<file path="config.mk">
export PLATFORM = sky130hd
export DESIGN_NAME = ds_wave_source
export DESIGN_NICKNAME = d
export VERILOG_FILES = /design/src/rtl/ds_wave_source.sv
export SDC_FILE = /design/constraint.sdc
export NUM_CORES = 1
export LEC_CHECK = 0
export BUFFER_PORTS_ARGS = -buffer_cell sky130_fd_sc_hd__buf_2
export CORE_ASPECT_RATIO = 0.8
export CORE_MARGIN = 2
export CORE_UTILIZATION = 49
export DETAILED_ROUTE_END_ITERATION = 8
export PLACE_DENSITY = 0.68
export SETUP_SLACK_MARGIN = 0.1
export SYNTH_ARGS = -nofsm -noshare
export SYNTH_HDL_FRONTEND = slang
export SYNTH_SLANG_ARGS = --single-unit
</file>
<file path="constraint.sdc">
create_clock -name clk -period 4.3 [get_ports clk]
set_clock_uncertainty 0.1 [all_clocks]
set_input_delay 0.645 -clock clk [delete_from_list [all_inputs] [get_ports clk]]
set_output_delay 0.645 -clock clk [all_outputs]
set_load 0.01 [all_outputs]
</file>
<file path="src/rtl/ds_wave_source.sv">
// ds_wave_source
//   Multi-channel test-signal source for the delta-sigma DAC. NUM_CH
//   independent phase generators (hold / triangle / saw-up / saw-down),
//   each stepping on its own modulator pulse-done tick. Registers are
//   written through an 8-bit two-phase byte-pair port: the low byte is
//   latched on the falling edge of data_part_in, the 16-bit word is
//   committed on the rising edge.
//
// Ports
//   clk           clock
//   reset         asynchronous, active-high reset
//   data_in       register data byte
//   addr          register address {ch, r}; r=0 VALUE, r=1 CTRL
//   data_part_in  asynchronous byte-phase strobe from pins
//   tick          per-channel advance strobe (1-cycle pulses)
//   u_out         channel values, ch0 in the LSBs (registered)
//   dir_out       triangle direction per channel (1 = down)
//   wrap_pulse    1-cycle pulse: saw wrapped or triangle reflected

// One channel: control register, phase value and step logic.
module ds_wave_chan #(
    parameter int WIDTH    = 16,
    parameter int OCT_BITS = 4
) (
    input  logic             clk,
    input  logic             reset,
    input  logic             tick,
    input  logic             wr_en,
    input  logic             wr_ctrl,
    input  logic [15:0]      wr_data,
    output logic [WIDTH-1:0] value,
    output logic             dir,
    output logic             wrap
);
    // WIDTH-1 bit 0101..01 pattern; the octave selects how far it is shifted down.
    function automatic logic [WIDTH-1:0] alt_pattern();
        logic [WIDTH-1:0] p;
        p = '0;
        for (int i = 0; i < WIDTH - 1; i += 2) p[i] = 1'b1;
        return p;
    endfunction

    localparam logic [WIDTH-1:0] ALT = alt_pattern();

    typedef enum logic [1:0] {M_HOLD, M_TRI, M_UP, M_DOWN} mode_t;

    logic [15:0]         ctrl;
    logic [OCT_BITS-1:0] octave;
    mode_t               mode;
    logic [WIDTH-1:0]    delta;
    logic [WIDTH:0]      up_sum;
    logic [WIDTH:0]      dn_diff;
    logic [WIDTH-1:0]    tri_sum;
    logic [WIDTH-1:0]    wr_word;
    logic                unused_ctrl;

    assign octave      = ctrl[OCT_BITS-1:0];
    assign mode        = mode_t'(ctrl[5:4]);
    // Upper control bits are kept for readback compatibility only.
    assign unused_ctrl = ^ctrl;

    always_comb begin
        // (2^OCT_BITS-1) - octave is simply the bitwise complement.
        delta   = ALT >> (~octave);
        up_sum  = {1'b0, value} + {1'b0, delta};
        dn_diff = {1'b0, value} - {1'b0, delta};
        tri_sum = dir ? (value - delta) : (value + delta);
        wr_word = '0;
        wr_word[WIDTH-1 -: 16] = wr_data;
    end

    always_ff @(posedge clk or posedge reset) begin
        if (reset) begin
            value <= {1'b1, {(WIDTH-1){1'b0}}};
            dir   <= 1'b1;
            ctrl  <= 16'h0010;
            wrap  <= 1'b0;
        end else begin
            wrap <= 1'b0;
            // A register write takes priority; a coincident tick is dropped.
            if (wr_en) begin
                if (wr_ctrl) ctrl  <= wr_data;
                else         value <= wr_word;
            end else if (tick) begin
                case (mode)
                    M_UP: begin
                        value <= up_sum[WIDTH-1:0];
                        wrap  <= up_sum[WIDTH];
                    end
                    M_DOWN: begin
                        value <= dn_diff[WIDTH-1:0];
                        wrap  <= dn_diff[WIDTH];
                    end
                    M_TRI: begin
                        // Reflect before entering the outer quarter; value holds on the turn.
                        if (!dir && tri_sum[WIDTH-1:WIDTH-2] == 2'b11) begin
                            dir  <= 1'b1;
                            wrap <= 1'b1;
                        end else if (dir && tri_sum[WIDTH-1:WIDTH-2] == 2'b00) begin
                            dir  <= 1'b0;
                            wrap <= 1'b1;
                        end else begin
                            value <= tri_sum;
                        end
                    end
                    default: ;
                endcase
            end
        end
    end
endmodule

module ds_wave_source #(
    parameter int NUM_CH    = 2,
    parameter int WIDTH     = 16,
    parameter int OCT_BITS  = 4,
    parameter int ADDR_BITS = 3
) (
    input  logic                    clk,
    input  logic                    reset,
    input  logic [7:0]              data_in,
    input  logic [ADDR_BITS-1:0]    addr,
    input  logic                    data_part_in,
    input  logic [NUM_CH-1:0]       tick,
    output logic [NUM_CH*WIDTH-1:0] u_out,
    output logic [NUM_CH-1:0]       dir_out,
    output logic [NUM_CH-1:0]       wrap_pulse
);
    logic [2:0]                   sync;
    logic [7:0]                   lo_byte;
    logic                         dp;
    logic                         last;
    logic                         wr_stb;
    logic                         lo_stb;
    logic [ADDR_BITS-2:0]         ch_sel;
    logic [15:0]                  data16;
    logic [NUM_CH-1:0]            wr_en;
    logic [NUM_CH-1:0][WIDTH-1:0] chan_val;

    // Pin enters at the MSB; the two older taps are metastability-safe.
    assign dp     = sync[1];
    assign last   = sync[0];
    assign wr_stb = dp & ~last;
    assign lo_stb = ~dp & last;
    assign ch_sel = addr[ADDR_BITS-1:1];
    assign data16 = {data_in, lo_byte};

    // Reset to all-ones so a pin held high through reset yields no edge.
    always_ff @(posedge clk or posedge reset) begin
        if (reset) begin
            sync    <= 3'b111;
            lo_byte <= 8'h00;
        end else begin
            sync <= {data_part_in, sync[2:1]};
            if (lo_stb) lo_byte <= data_in;
        end
    end

    // Channel indices at or above NUM_CH never match, so those writes vanish.
    for (genvar c = 0; c < NUM_CH; c++) begin : g_ch
        assign wr_en[c] = wr_stb && (ch_sel == (ADDR_BITS-1)'(c));

        ds_wave_chan #(
            .WIDTH    (WIDTH),
            .OCT_BITS (OCT_BITS)
        ) u_chan (
            .clk     (clk),
            .reset   (reset),
            .tick    (tick[c]),
            .wr_en   (wr_en[c]),
            .wr_ctrl (addr[0]),
            .wr_data (data16),
            .value   (chan_val[c]),
            .dir     (dir_out[c]),
            .wrap    (wrap_pulse[c])
        );
    end

    assign u_out = chan_val;
endmodule

</file>
==> qor.csv <==
stage;metric;value;unit
yosys;YS warnings;0;
clock_tree;clock sinks;59;
floorplanning;initial core utilization;49.87;%
drt;1st-pass router iterations;6;
hold_path;worst hold path class;flip-flop to flip-flop;
sta;final hold violations;0;
sta;fin crit share;97.60;%
global_route;first-pass GRT wire length;42300;um
clock_tree;CTS Hold Bufs;0;
placement;HPWL Detailed;20680;um
layout;design area;9824;um^2
yosys;post-synth net total;1238;
drt;initial DRC count;866;
yosys;number of synthesized flops with an enable pin;0;
status;status;finished clean;
global_route;vias in the first global route;7884;
sta;final setup fails;0;
yosys;top cells by count, synth;nor2_1 (135), a21oi_1 (106), ha_1 (98);
clock_tree;CTS buffer count;9;
critical_path;r2r endpoint;g_ch[1].u_chan.value[10];
yosys;syn_area_per_cell;7.703;um^2
floorplanning;CORE AREA;17270;um^2
floorplanning;row count;43;
floorplanning;Ports;52;
critical_path;setup slack, reg-to-reg;0.10;ns
critical_path;CP Class;flip-flop to flip-flop;
layout;n_diodes;0;
floorplanning;Die Ht;122.6;um
sta;unrepaired setup endpoints after global routing;true;
yosys;Yosys reg bits;59;
critical_path;worst flop-to-flop path startpoint;g_ch[1].u_chan.ctrl[2];
sta;min cycle time layout;4.197;ns
yosys;post-synthesis cell area;8612;um^2
layout;fillcell total;1615;
drt;WL per Instance;19.42;um
layout;share of layout cells above drive strength 1;20.64;%
placement;gpl congestion;0.9896;
yosys;Post-Syn Instances;1118;
yosys;Synth area leader;dfrtp_1;
critical_path;critical path data required time;4.41;ns
yosys;most frequent cell after synthesis;nor2_1;
job;max_cap viols;0;
critical_path;Setup crit end kind;flip-flop;
sta;Slew Viols, Final;0;
clock_tree;Worst-path clk slew;0.06;ns
global_route;largest net degree at the start of global routing;40;
yosys;Post-synth ARST share;100.0;%
placement;IO buf count;51;
floorplanning;die width;152.2;um
critical_path;startpoint types;flip-flop;
critical_path;critical path endpoint;g_ch[1].u_chan.value[10];
critical_path;depth of the most critical reg-to-reg path;19;
layout;Layout Utilization;56.89;%
clock_tree;Clk Latency, worst-skew pair;0.33;ns
floorplanning;die area;18660;um^2
sta;Worst-Margin Slew;1.007;ns
yosys;Post-synth top flop;dfrtp_1;
layout;nets;1297;
drt;antenna viol nets, final;0;
critical_path;Crit path arrival time;4.31;ns
drt;DRT Wirelength;27330;um
sta;fmax;238.3;MHz
yosys;sequential element share of the synthesized area;17.27;%
global_route;initial antenna violation count;0;
sta;Slew headroom;32.60;%
layout;area growth from synthesis to layout;14.08;%
clock_tree;root buf cell;clkbuf_16;
yosys;Synth area leaders;dfrtp_1 (15%), ha_1 (14%), a21oi_1 (6.2%);
placement;area post-placement;9195;um^2
drt;drt drc;0;
drt;via count;8724;
critical_path;CP Max Fanout;7;
drt;drt via density;6.200;
global_route;GR Util All Layers;28.22;%
critical_path;CP startpoint;g_ch[1].u_chan.ctrl[2];
global_route;GR Overflow Total;0;
clock_tree;CTS tree;built;
clock_tree;Clock Tree Buf Depth;2;
clock_tree;H-tree depth;3;
yosys;post-synthesis cell type count;91;
yosys;Yosys top cell area share;14.53;%
==> metrics by stage <==
step | hold slack, ns | TNS (ns) | setup slack (ns) | std cells
after CTS | 0.2559 | 0 | 0.1034 | 1394
after floorplan | 0.2452 | 0 | 0.1163 | 1118
after global placement | 0.2457 | 0 | 0.08858 | 1375
after global routing | 0.2576 | -0.03716 | -0.01256 | 1407
after detailed placement | 0.2473 | -0.09599 | -0.02483 | 1375
final | 0.2544 | 0 | 0.1031 | 1407
==> layer usage <==
layer	vias up	routed length (um)	track usage, %
met5	-	0	0
met4	0	330	4.731
met2	344	11420	41.92
met1	4163	13250	43.27
met3	38	2315	4.838
li1	4179	-	-
==> state kept, by name, summed over array words and instances (netlist names) <==
register / cells
g_ch.u_chan.ctrl: 12
g_ch.u_chan.dir: 2
g_ch.u_chan.value: 32
g_ch.u_chan.wrap: 2
lo_byte: 8
sync: 3
==> logic make-up (layout without fill, tap and decap cells) <==
logic type	Yosys count	after routing	share of synthesized area, %
buf+inv	143	207	6.828
fa+ha+maj	104	104	15.63
compound gates	349	349	27.14
mux	60	60	8.398
flops	59	59	17.27
simple gates	356	356	19.64
xor+xnor	47	47	5.085
==> timing repair <==
action	in CTS	in global routing
setup endpoints to repair	14	33
pin swaps	1	18
setup buffers	3	12
resized for setup	2	43
cloned	0	1
hold endpoints to repair	0	0
==> placed cells by master, fill, tap and decap left out, types with 6 or more instances in the layout <==
master | Yosys | layout
o31ai_1 | 11 | 9
o2111ai_1 | 8 | 7
ha_1 | 98 | 93
a21oi_1 | 106 | 101
clkbuf_16 | 0 | 10
a211oi_1 | 11 | 10
or3_1 | 8 | 8
nand2_1 | 87 | 86
fa_1 | 6 | 6
o211ai_1 | 10 | 10
a221oi_1 | 11 | 11
dfstp_2 | 9 | 9
mux2_4 | 15 | 16
mux2i_1 | 9 | 9
xnor2_1 | 31 | 31
a31oi_1 | 24 | 23
xor2_1 | 14 | 14
nor2b_1 | 14 | 13
o22ai_1 | 7 | 7
mux2_2 | 35 | 34
nand3_1 | 19 | 18
a22oi_1 | 8 | 8
nand2b_1 | 16 | 15
o221ai_1 | 8 | 6
buf_2 | 1 | 51
o21bai_1 | 10 | 9
o21ai_0 | 53 | 49
o21a_1 | 11 | 11
nor3_1 | 30 | 29
a21o_1 | 15 | 15
buf_4 | 5 | 54
nor2_1 | 135 | 132
inv_1 | 78 | 74
dfrtp_1 | 50 | 50
and3_1 | 10 | 10
==> cell type report <==
type / instances / area (um^2) / share of cell area, %
Multi-Input combinational cell: 916 / 6698 / 68.17
Clock inverter: 6 / 66.31 / 0.6750
Tap cell: 225 / 281.5 / 2.866
Timing Repair Buffer: 111 / 759.5 / 7.731
Clock buffer: 10 / 229.0 / 2.331
Sequential cell: 59 / 1488 / 15.14
Inverter: 80 / 302.8 / 3.082
==> how the worst min path moves through the flow <==
stage	startpoint	end	slack [ns]	cells past startpoint
after floorplan	sync[2]	sync[1]	0.25	0
after CTS	sync[2]	sync[1]	0.26	0
after global routing	sync[2]	sync[1]	0.26	0
after detailed placement	sync[2]	sync[1]	0.25	0
after global placement	sync[2]	sync[1]	0.25	0
final	sync[2]	sync[1]	0.25	0
==> worst max-delay path, cell delays in order, from the launching register on <==
cell and delay (ns):
dfrtp_1 0.38, nor2_2 0.06, a21oi_2 0.17, inv_2 0.07
ha_4 0.17, inv_4 0.06, nor3_2 0.03, o21ai_1 0.20
a21boi_2 0.23, o211ai_1 0.13, ha_2 0.40, nand3_2 0.10
and3b_1 0.18, a311o_1 0.36, xnor2_2 0.19, or3_4 0.40
and3_4 0.18, nor2_8 0.17, buf_12 0.16, mux2_2 0.33
Power is not shown: default switching activity piles up to over one toggle a cycle in this logic, so the estimate is an artifact.
